--- config.mk ---
export PLATFORM = sky130hd
export DESIGN_NAME = riscv_debug_ctrl_flat
export DESIGN_NICKNAME = d
export VERILOG_FILES = /design/src/rtl/riscv_debug_ctrl_if.sv /design/src/rtl/riscv_debug_ctrl.sv /design/src/flat_wrapper.sv
export SDC_FILE = /design/constraint.sdc
export NUM_CORES = 1
export LEC_CHECK = 0
export ABC_AREA = 1
export CAP_MARGIN = 20
export CORE_AREA = 4 4 173 175
export DETAILED_ROUTE_END_ITERATION = 8
export DIE_AREA = 0 0 177 179
export PLACE_DENSITY_LB_ADDON = 0.1
export RECOVER_POWER = 25
export SETUP_SLACK_MARGIN = 0.15
export SLEW_MARGIN = 20
export SYNTH_ARGS = -nofsm -noshare
export SYNTH_HDL_FRONTEND = slang
export SYNTH_SLANG_ARGS = --single-unit
--- constraint.sdc ---
create_clock -name clk -period 2.6 [get_ports clk]
set_input_delay 0.52 -clock clk [delete_from_list [all_inputs] [get_ports clk]]
set_output_delay 0.52 -clock clk [all_outputs]
set_load 0.01 [all_outputs]
--- src/rtl/riscv_debug_ctrl_if.sv ---
`default_nettype none
// =============================================================================
// Module  : riscv_debug_ctrl_if
// Brief   : Debug requests, breakpoint programming, write-back trace and
//           core-stall signals between the debug host and riscv_debug_ctrl.
// Revision: 1.0
// =============================================================================
interface riscv_debug_ctrl_if #(
   parameter int PC_W        = 9,
   parameter int NUM_BP      = 4,
   parameter int TRACE_DEPTH = 8
);
   localparam int c_IDX_W = (NUM_BP > 1) ? $clog2(NUM_BP) : 1;
   localparam int c_CNT_W = $clog2(TRACE_DEPTH) + 1;

   logic                dbg_halt_req;
   logic                dbg_resume_req;
   logic                dbg_step_req;
   logic                bp_wr_en;
   logic [c_IDX_W-1:0]  bp_wr_idx;
   logic [PC_W-1:0]     bp_wr_addr;
   logic [NUM_BP-1:0]   bp_enable;
   logic [PC_W-1:0]     fetch_pc;
   logic                wb_valid;
   logic [PC_W-1:0]     wb_pc;
   logic [6:0]          wb_opcode;
   logic                trace_clear;
   logic                trace_ready;
   logic                core_stall;
   logic                halted;
   logic [NUM_BP-1:0]   bp_hit;
   logic                trace_valid;
   logic [PC_W+6:0]     trace_data;
   logic [c_CNT_W-1:0]  trace_count;
   logic                trace_overflow;

   modport master (
      output dbg_halt_req, dbg_resume_req, dbg_step_req,
      output bp_wr_en, bp_wr_idx, bp_wr_addr, bp_enable, fetch_pc,
      output wb_valid, wb_pc, wb_opcode, trace_clear, trace_ready,
      input  core_stall, halted, bp_hit,
      input  trace_valid, trace_data, trace_count, trace_overflow
   );

   modport slave (
      input  dbg_halt_req, dbg_resume_req, dbg_step_req,
      input  bp_wr_en, bp_wr_idx, bp_wr_addr, bp_enable, fetch_pc,
      input  wb_valid, wb_pc, wb_opcode, trace_clear, trace_ready,
      output core_stall, halted, bp_hit,
      output trace_valid, trace_data, trace_count, trace_overflow
   );
endinterface
`default_nettype wire

--- src/rtl/riscv_debug_ctrl.sv ---
`default_nettype none
// =============================================================================
// Module  : riscv_debug_ctrl
// Brief   : Halt/run/single-step control, PC breakpoints and write-back trace
//           FIFO; core_stall gates the core clock.
// Revision: 1.0
// =============================================================================
module riscv_debug_ctrl #(
   parameter int PC_W        = 9,
   parameter int NUM_BP      = 4,
   parameter int TRACE_DEPTH = 8
) (
   input  wire logic          clk,
   input  wire logic          reset,
   riscv_debug_ctrl_if.slave  dbg
);
   localparam int c_IDX_W = (NUM_BP > 1) ? $clog2(NUM_BP) : 1;
   localparam int c_PTR_W = $clog2(TRACE_DEPTH);
   localparam int c_CNT_W = c_PTR_W + 1;
   localparam int c_ENT_W = PC_W + 7;

   localparam logic [1:0] c_S_RUN  = 2'd0;
   localparam logic [1:0] c_S_HALT = 2'd1;
   localparam logic [1:0] c_S_STEP = 2'd2;

   logic [1:0]          r_state;
   logic [1:0]          w_state_nxt;
   logic                r_skip;
   logic [PC_W-1:0]     r_bp_reg [NUM_BP];
   logic [NUM_BP-1:0]   r_bp_hit;
   logic [NUM_BP-1:0]   w_match_vec;
   logic                w_match;
   logic                w_resume;

   logic [c_ENT_W-1:0]  r_mem [TRACE_DEPTH];
   logic [c_PTR_W-1:0]  r_wr_ptr;
   logic [c_PTR_W-1:0]  r_rd_ptr;
   logic [c_CNT_W-1:0]  r_count;
   logic                r_overflow;
   logic                w_push;
   logic                w_pop;
   logic                w_valid;
   logic                w_full;
   logic                w_drop;

   // ---------------------------------------------------------------- breakpoints
   always_ff @(posedge clk or negedge reset) begin
      if (!reset) begin
         for (int i = 0; i < NUM_BP; i++) r_bp_reg[i] <= '0;
      end else begin
         for (int i = 0; i < NUM_BP; i++) begin
            if (dbg.bp_wr_en && (dbg.bp_wr_idx == c_IDX_W'(i)))
               r_bp_reg[i] <= dbg.bp_wr_addr;
         end
      end
   end

   generate
      for (genvar i = 0; i < NUM_BP; i++) begin : g_bp_match
         assign w_match_vec[i] = dbg.bp_enable[i] && (r_bp_reg[i] == dbg.fetch_pc);
      end
   endgenerate

   // skip lets the core fetch past the breakpoint PC it just resumed from
   assign w_match  = (|w_match_vec) && !r_skip;
   assign w_resume = (r_state == c_S_HALT) && dbg.dbg_resume_req;

   // ---------------------------------------------------------------- run control FSM
   always_ff @(posedge clk or negedge reset) begin
      if (!reset) r_state <= c_S_RUN;
      else        r_state <= w_state_nxt;
   end

   always_comb begin
      w_state_nxt = r_state;
      case (r_state)
         c_S_RUN: begin
            if (dbg.dbg_halt_req || w_match) w_state_nxt = c_S_HALT;
         end
         c_S_HALT: begin
            if (dbg.dbg_resume_req)    w_state_nxt = c_S_RUN;
            else if (dbg.dbg_step_req) w_state_nxt = c_S_STEP;
         end
         c_S_STEP: w_state_nxt = c_S_HALT;
         default:  w_state_nxt = c_S_RUN;
      endcase
   end

   always_comb begin
      dbg.core_stall = (r_state == c_S_HALT);
      dbg.halted     = (r_state == c_S_HALT);
   end

   always_ff @(posedge clk or negedge reset) begin
      if (!reset) begin
         r_skip   <= 1'b0;
         r_bp_hit <= '0;
      end else begin
         r_skip <= w_resume;
         if (w_resume)
            r_bp_hit <= '0;
         else if ((r_state == c_S_RUN) && w_match)
            r_bp_hit <= r_bp_hit | w_match_vec;
      end
   end

   assign dbg.bp_hit = r_bp_hit;

   // ---------------------------------------------------------------- trace FIFO
   assign w_valid = (r_count != '0);
   assign w_full  = (r_count == c_CNT_W'(TRACE_DEPTH));
   assign w_push  = dbg.wb_valid && (r_state != c_S_HALT);
   assign w_pop   = w_valid && dbg.trace_ready;
   // a push into a full FIFO with no pop overwrites the oldest slot
   assign w_drop  = w_full && w_push && !w_pop;

   always_ff @(posedge clk or negedge reset) begin
      if (!reset) begin
         for (int i = 0; i < TRACE_DEPTH; i++) r_mem[i] <= '0;
      end else if (w_push && !dbg.trace_clear) begin
         r_mem[r_wr_ptr] <= {dbg.wb_pc, dbg.wb_opcode};
      end
   end

   always_ff @(posedge clk or negedge reset) begin
      if (!reset) begin
         r_wr_ptr   <= '0;
         r_rd_ptr   <= '0;
         r_count    <= '0;
         r_overflow <= 1'b0;
      end else if (dbg.trace_clear) begin
         r_wr_ptr   <= '0;
         r_rd_ptr   <= '0;
         r_count    <= '0;
         r_overflow <= 1'b0;
      end else begin
         if (w_push)          r_wr_ptr <= r_wr_ptr + c_PTR_W'(1);
         if (w_pop || w_drop) r_rd_ptr <= r_rd_ptr + c_PTR_W'(1);
         if (w_drop)          r_overflow <= 1'b1;
         if (w_push && !w_pop && !w_full)
            r_count <= r_count + c_CNT_W'(1);
         else if (w_pop && !w_push)
            r_count <= r_count - c_CNT_W'(1);
      end
   end

   assign dbg.trace_valid    = w_valid;
   assign dbg.trace_data     = r_mem[r_rd_ptr];
   assign dbg.trace_count    = r_count;
   assign dbg.trace_overflow = r_overflow;

endmodule
`default_nettype wire
--- src/flat_wrapper.sv ---
// flat-port wrapper written by rule: the top's interface ports become plain ports
module riscv_debug_ctrl_flat 
#(
   parameter int PC_W        = 9,
   parameter int NUM_BP      = 4,
   parameter int TRACE_DEPTH = 8
)
  (clk, reset, dbg_dbg_halt_req, dbg_dbg_resume_req, dbg_dbg_step_req, dbg_bp_wr_en, dbg_bp_wr_idx, dbg_bp_wr_addr, dbg_bp_enable, dbg_fetch_pc, dbg_wb_valid, dbg_wb_pc, dbg_wb_opcode, dbg_trace_clear, dbg_trace_ready, dbg_core_stall, dbg_halted, dbg_bp_hit, dbg_trace_valid, dbg_trace_data, dbg_trace_count, dbg_trace_overflow);
  riscv_debug_ctrl_if #(.PC_W(PC_W), .NUM_BP(NUM_BP), .TRACE_DEPTH(TRACE_DEPTH)) dbg_i ();
  input  wire logic clk;
  input  wire logic reset;
  input wire logic [$bits(dbg_i.dbg_halt_req)-1:0] dbg_dbg_halt_req;
  input wire logic [$bits(dbg_i.dbg_resume_req)-1:0] dbg_dbg_resume_req;
  input wire logic [$bits(dbg_i.dbg_step_req)-1:0] dbg_dbg_step_req;
  input wire logic [$bits(dbg_i.bp_wr_en)-1:0] dbg_bp_wr_en;
  input wire logic [$bits(dbg_i.bp_wr_idx)-1:0] dbg_bp_wr_idx;
  input wire logic [$bits(dbg_i.bp_wr_addr)-1:0] dbg_bp_wr_addr;
  input wire logic [$bits(dbg_i.bp_enable)-1:0] dbg_bp_enable;
  input wire logic [$bits(dbg_i.fetch_pc)-1:0] dbg_fetch_pc;
  input wire logic [$bits(dbg_i.wb_valid)-1:0] dbg_wb_valid;
  input wire logic [$bits(dbg_i.wb_pc)-1:0] dbg_wb_pc;
  input wire logic [$bits(dbg_i.wb_opcode)-1:0] dbg_wb_opcode;
  input wire logic [$bits(dbg_i.trace_clear)-1:0] dbg_trace_clear;
  input wire logic [$bits(dbg_i.trace_ready)-1:0] dbg_trace_ready;
  output wire logic [$bits(dbg_i.core_stall)-1:0] dbg_core_stall;
  output wire logic [$bits(dbg_i.halted)-1:0] dbg_halted;
  output wire logic [$bits(dbg_i.bp_hit)-1:0] dbg_bp_hit;
  output wire logic [$bits(dbg_i.trace_valid)-1:0] dbg_trace_valid;
  output wire logic [$bits(dbg_i.trace_data)-1:0] dbg_trace_data;
  output wire logic [$bits(dbg_i.trace_count)-1:0] dbg_trace_count;
  output wire logic [$bits(dbg_i.trace_overflow)-1:0] dbg_trace_overflow;
  assign dbg_i.dbg_halt_req = dbg_dbg_halt_req;
  assign dbg_i.dbg_resume_req = dbg_dbg_resume_req;
  assign dbg_i.dbg_step_req = dbg_dbg_step_req;
  assign dbg_i.bp_wr_en = dbg_bp_wr_en;
  assign dbg_i.bp_wr_idx = dbg_bp_wr_idx;
  assign dbg_i.bp_wr_addr = dbg_bp_wr_addr;
  assign dbg_i.bp_enable = dbg_bp_enable;
  assign dbg_i.fetch_pc = dbg_fetch_pc;
  assign dbg_i.wb_valid = dbg_wb_valid;
  assign dbg_i.wb_pc = dbg_wb_pc;
  assign dbg_i.wb_opcode = dbg_wb_opcode;
  assign dbg_i.trace_clear = dbg_trace_clear;
  assign dbg_i.trace_ready = dbg_trace_ready;
  assign dbg_core_stall = dbg_i.core_stall;
  assign dbg_halted = dbg_i.halted;
  assign dbg_bp_hit = dbg_i.bp_hit;
  assign dbg_trace_valid = dbg_i.trace_valid;
  assign dbg_trace_data = dbg_i.trace_data;
  assign dbg_trace_count = dbg_i.trace_count;
  assign dbg_trace_overflow = dbg_i.trace_overflow;
  riscv_debug_ctrl #(.PC_W(PC_W), .NUM_BP(NUM_BP), .TRACE_DEPTH(TRACE_DEPTH)) u_core (.clk(clk), .reset(reset), .dbg(dbg_i));
endmodule
==> results.json, run 1 <==
{
  "status": "finished, violations left",
  "violations": "max-capacitance violations, max-slew violations",
  "wl_per_cell_um": 16.9,
  "maxSlewViolCount": 69,
  "post-route-util_pct": 40.5,
  "cp_cell_sequence": "buf_6, buf_12, buf_16, a21oi_2, o21ai_1, a31oi_1, buf_4, buf_6",
  "fin_crit_ns": 2.50,
  "die_h_um": 179,
  "yosysSeqAreaShare_pct": 50.7,
  "port_buffers": 76,
  "total_power_w": 0.00999,
  "peakVddDrop_v": 0.000486,
  "crit_path_end_kind": "primary output",
  "max_slew_margin_pct": -22.3,
  "rsz0062_at_grt": "true",
  "leakagePower_nw": 5.34,
  "fin_nets": 1204,
  "powerDensity_nw_per_um2": 865,
  "n_fill_cell": 2917,
  "largest_reg_flops": 128,
  "dieArea_um2": 31700,
  "syn_to_final_growth_pct": 28.6,
  "slowest_stage": "dfrtp_2",
  "required_ns": 2.08,
  "fin_worst_skew_ns": 0.0143,
  "worstMarginPinSlew_ns": 1.83,
  "cp_max_fo": 8,
  "path_buf_inv": 5,
  "first_pass_iters": 5,
  "cap_violations": 1,
  "routed-wl-met2_mm": 12.2,
  "grt.total_usage_pct": 16.7,
  "finalHoldViolations": 0,
  "cts_tree": "built",
  "cts_inserted_buffers": 17,
  "syn_avg_cell_area_um2": 8.53,
  "grt_max_degree": 69,
  "num_vias": 7281,
  "final_cell_area_um2": 11500,
  "slowest_delay_ns": 0.43,
  "ant_nets": 0,
  "critical_path_arrival_ns": 1.98,
  "synth.distinct_cells": 40,
  "core-area_um2": 28500,
  "synthesis.instances": 1053,
  "antenna_found_initial": 0,
  "rows": 62,
  "whs_ns": 0.488,
  "diodes": 0,
  "hp-class": "reg -> reg",
  "clock-sinks": 182,
  "grt_pass1_vias": 7261,
  "cts_max_level": 4,
  "dp_hpwl_mm": 16.1,
  "cts.reportedPaths.clkPinSlew_ns": 0.08,
  "grt_pass1_wl_mm": 40.7,
  "setup_tns_ns": 0,
  "overflow": 0,
  "yosys_warnings": 0,
  "initial_core_util_pct": 31.5,
  "maxUsedRoutingLayer": "met4",
  "wl_met1_mm": 12.6,
  "path_delay_family": "buffers and inverters",
  "cpMostUsedCell": "buf_6",
  "netlist_area_um2": 8980,
  "setup_viol": 0,
  "criticalPathCategory": "reg -> out",
  "synth_nets": 1107,
  "dr_wl_met3_um": 838,
  "ioPinCount": 77,
  "routed_wl_mm": 26.1,
  "drt-vias-per-instance": 4.71,
  "insertion_delay_ns": 0.44,
  "startpoint_type": "flip-flop",
  "clock.fmax_mhz": 400,
  "clockBufferDepth": 2,
  "cts-root-buf": "clkbuf_16",
  "ys_ff_latch": 182,
  "drt_iter0_drc": 342,
  "place_area_um2": 10400,
  "gp_congestion": 0.837,
  "dieWidth_um": 177,
  "final_layout_size_suffix_gt1_share_pct": 16.8,
  "postCtsHoldBufs": 0,
  "fin_crit_sh_pct": 96.2,
  "drc_errors": 0
}
-- routing by layer --
metal / GRT usage [%] / vias to the layer above
met5: 0 / -
met4: 5.61 / 0
met3: 2.99 / 26
met2: 27.5 / 111
met1: 22.3 / 3512
li1: - / 3632
-- cell usage in the layout, fill, tap and decap left out, types with 2 or more instances in the layout --
master and instances:
o22ai_1 3, ha_1 4, xor2_1 10, nand3_1 19
clkinvlp_4 2, nor4_4 3, mux2_1 14, nor2_1 37
buf_16 6, a221oi_2 13, buf_12 15, buf_6 3
inv_6 4, inv_2 3, a21oi_1 38, inv_1 146
clkbuf_16 21, mux2_4 10, clkdlybuf4s50_1 59, o21ai_0 142
nand4_1 8, clkinv_2 2, o21a_1 2, o21ai_2 7
nand2_1 249, xnor2_1 3, dfrtp_1 181, o21ai_1 22
clkbuf_4 2, a31oi_1 11, mux2_2 24, nand2_2 4
a21oi_2 18, buf_4 23, nor3_1 7, bufinv_16 3
a221oi_1 3, a31oi_2 4, buf_2 14, nor3_4 4
-- metrics by stage --
stage	cells	setup WS, ns
CTS	1535	0.0910
detailed placement	1497	0.126
global placement	1497	0.138
finish	1545	0.0986
global route	1545	0.0459
floorplan	1053	0.520
-- layout make-up --
class                           instances  area [um2]  share of cell area (%)
Multi-Input combinational cell        669        3870                    33.5
Tap cell                              384         480                    4.16
Timing Repair Buffer                  128        1460                    12.6
Sequential cell                       182        4560                    39.5
Clock buffer                           17         425                    3.69
Clock inverter                         13         170                    1.47
Inverter                              152         586                    5.07
-- where the power goes --
part / internal, W / switching, W
combinational: 0.00160 / 0.00193
clock: 0.00152 / 0.00119
sequential: 0.00345 / 0.000303
total: 0.00656 / 0.00342
-- cells in the mapped netlist (all sizes together) --
library cell	count	share of area [%]
o21a	2	0.17
fa	1	0.22
o31a	1	0.098
o211ai	1	0.084
o31ai	1	0.084
nor2	39	1.8
nand3	19	1.1
a21oi	56	3.1
mux2	48	6.4
nand4	8	0.56
xor2	10	0.98
o21ai	171	9.5
a31oi	16	1.1
ha	4	0.56
clkbuf	38	1.6
and2	1	0.070
nor3	11	0.91
buf	12	0.89
clkinv	1	0.042
dfrtp	182	51
xnor2	3	0.29
a221oi	16	1.6
o22ai	3	0.21
nand3b	1	0.084
inv	151	6.3
nand2	254	11
nor4	3	0.71
-- cell families (layout without fill, tap and decap cells) --
logic type,after synthesis,count (layout),share of synthesized area [%]
DFF,182,182,50.7
AOI/OAI and AO/OA,267,267,16.0
muxes,48,48,6.44
buffers and inverters,202,310,8.86
and+or+nand+nor,336,336,16.0
xor gates and xnor gates,13,13,1.27
adders and majority gates,5,5,0.780
-- worst paths after layout --
kind                                      startpoint                         to  slack (ns)  cells past startpoint
setup / recovery                  u_core.r_rd_ptr[0]         dbg_trace_data[15]         0.1                      8
setup reg to reg           u_core.dbg.trace_count[1]  u_core.dbg.trace_count[3]        0.50                     10
min in group asynchronous                      reset        u_core.r_bp_reg[19]        0.57                      1
hold / removal                      u_core.r_mem[47]           u_core.r_mem[47]        0.49                      1
max in group asynchronous                      reset           u_core.r_mem[27]        0.49                      2
hold reg to reg                     u_core.r_mem[47]           u_core.r_mem[47]        0.49                      1
-- timing repair --
item	in CTS	in global routing
setup endpoints to repair	16	16
gates cloned	5	4
pin swaps	22	20
resized for setup	121	45
setup buffers	3	6
-- worst register-to-register path, stage by stage (launching register included) --
cell	delay [ns]
dfrtp_1	0.43
nor2_1	0.15
nand3_1	0.14
nand2_1	0.12
nand3_1	0.15
ha_1	0.36
a21oi_1	0.15
nand2_1	0.08
xor2_1	0.16
xor2_1	0.16
o22ai_1	0.08
Note: power is estimated with default switching activity, not from simulation.
==> run 2, diff against run 1 <==
CORE_AREA = 2 2 171 173   (was 4 4 173 175)
DIE_AREA = 0 0 173 175   (was 0 0 177 179)
SETUP_SLACK_MARGIN = 0.05   (was 0.15)
==> results.json, run 2 (same netlist as run 1, synthesis figures left out) <==
{
  "startpoint_type": "flip-flop",
  "mostFrequentLayoutCells": "nand2_1, dfrtp_1, o21ai_0, inv_1, clkdlybuf4s50_1",
  "cap_violations": 0,
  "largest_reg_flops": 128,
  "clock-sinks": 182,
  "overflow": 0,
  "criticalPathCategory": "reg -> out",
  "grt.total_usage_pct": 16.7,
  "wl_per_cell_um": 15.7,
  "maxSlewViolCount": 0,
  "crit_path_end_kind": "primary output",
  "post_cts.repair.setup_buffers": 0,
  "dp_hpwl_mm": 15.9,
  "final_cell_area_um2": 11100,
  "cts-root-buf": "clkbuf_16",
  "fin_nets": 1184,
  "layout_commonest_cell": "nand2_1",
  "max_slew_margin_pct": 8.46,
  "regArea_um2": 4560,
  "postCtsHoldBufs": 0,
  "slowest_stage": "dfrtp_2",
  "powerDensity_nw_per_um2": 850,
  "rsz0062_at_grt": "true",
  "drc_errors": 0,
  "fin_crit_ns": 2.47,
  "first_pass_iters": 4,
  "path_delay_family": "compound AO/OA/AOI/OAI gates",
  "fin_worst_skew_ns": 0.0152,
  "critical_path_arrival_ns": 1.95,
  "hp-class": "in -> async",
  "rows": 62,
  "slowest_delay_ns": 0.46,
  "leakagePower_nw": 5.16,
  "syn_to_final_growth_pct": 23.2,
  "grt_max_degree": 63,
  "path_buf_inv": 2,
  "ant_nets": 0,
  "cp_max_fo": 18,
  "port_buffers": 76,
  "drt-vias-per-instance": 4.60,
  "final_layout_size_suffix_gt1_share_pct": 11.1,
  "insertion_delay_ns": 0.45,
  "die_h_um": 175,
  "finalHoldViolations": 0,
  "required_ns": 2.08,
  "cts_inserted_buffers": 17,
  "gp_congestion": 0.751,
  "grt_pass1_vias": 7016,
  "post-route-util_pct": 39.0,
  "antenna_found_initial": 0,
  "reg2reg_depth": 10,
  "setup_viol": 0,
  "status": "complete, no violations",
  "cts_tree": "built",
  "ioPinCount": 77,
  "place_area_um2": 10400,
  "diodes": 0,
  "fin_ws_ns": 0.133,
  "worstMarginPinSlew_ns": 1.37,
  "num_vias": 7029,
  "routed_wl_mm": 24.0,
  "multi_input_area_um2": 3690,
  "clock.fmax_mhz": 405,
  "dieArea_um2": 30300,
  "n_fill_cell": 2940,
  "grt_pass1_wl_mm": 39.6,
  "initial_core_util_pct": 31.6,
  "cp_cell_sequence": "buf_6, o21ai_0, a221oi_2, a31oi_1, dlygate4sd2_1",
  "cts_max_level": 4,
  "dieWidth_um": 173,
  "clockBufferDepth": 2,
  "cts.reportedPaths.clkPinSlew_ns": 0.08,
  "cp.depth": 5,
  "peakVddDrop_v": 0.000357,
  "drt_iter0_drc": 344,
  "dp_slack_ns": 0.0906,
  "fin_crit_sh_pct": 94.9,
  "core-area_um2": 28400
}
==> run 2: layout make-up <==
class	instances	share of cell area, %
flip-flops and latches	182	41.2
multi-input cells	669	33.3
repair buffers	108	10.2
inverters	152	5.18
well taps	384	4.34
clock buffers	17	3.84
clock inverters	15	1.92
==> run 2: final timing paths <==
path | startpoint | end | slack [ns]
max | u_core.r_rd_ptr[0] | dbg_trace_data[15] | 0.13
min | reset | u_core.r_bp_reg[18] | 0.38
max reg2reg | u_core.dbg.trace_count[0] | u_core.dbg.trace_count[3] | 0.47
min reg2reg | u_core.r_mem[122] | u_core.r_mem[122] | 0.48
max in group asynchronous | reset | u_core.r_rd_ptr[0] | 0.61
min in group clk | u_core.r_mem[122] | u_core.r_mem[122] | 0.48
==> run 2: stage by stage <==
stage	setup TNS (ns)	total power (W)	std cells	hold slack (ns)
2_1_floorplan	0	0.00546	1053	0.224
3_3_place_gp	0	0.00682	1495	0.462
3_5_place_dp	0	0.00683	1495	0.470
4_1_cts	0	0.00954	1527	0.0472
5_1_grt	-0.00301	0.0101	1527	0.486
6_report	0	0.00941	1527	0.376
==> run 2: layer usage <==
metal | global-route usage [%] | share of wire, % | routed length (um) | vias to the layer above
li1 | - | - | - | 3589
met1 | 23.9 | 51 | 12300 | 3333
met2 | 26.5 | 45 | 10900 | 97
met3 | 2.89 | 2.9 | 704 | 10
met4 | 3.50 | 0.69 | 165 | 0
met5 | 0 | 0 | 0 | -
==> run 2: where the power goes <==
| group | internal, W | total, W | switching, W | leakage [nW] |
|---|---|---|---|---|
| combinational | 0.00126 | 0.00291 | 0.00166 | 2.75 |
| clock | 0.00136 | 0.00276 | 0.00140 | 0.309 |
| sequential | 0.00344 | 0.00373 | 0.000291 | 2.11 |
==> run 2: repair_timing <==
| item | CTS | global route |
|---|---|---|
| pin swaps | 1 | 7 |
| gates resized for setup | 28 | 19 |
| setup endpoints to repair | 16 | 14 |
==> run 2: worst reg2reg max path, delay by kind of cell, from the launching register on <==
family / cells / cell delay (ns)
compound gates: 2 / 0.22
flops: 1 / 0.43
simple gates: 5 / 0.63
fa+ha+maj: 1 / 0.38
xor+xnor: 2 / 0.33
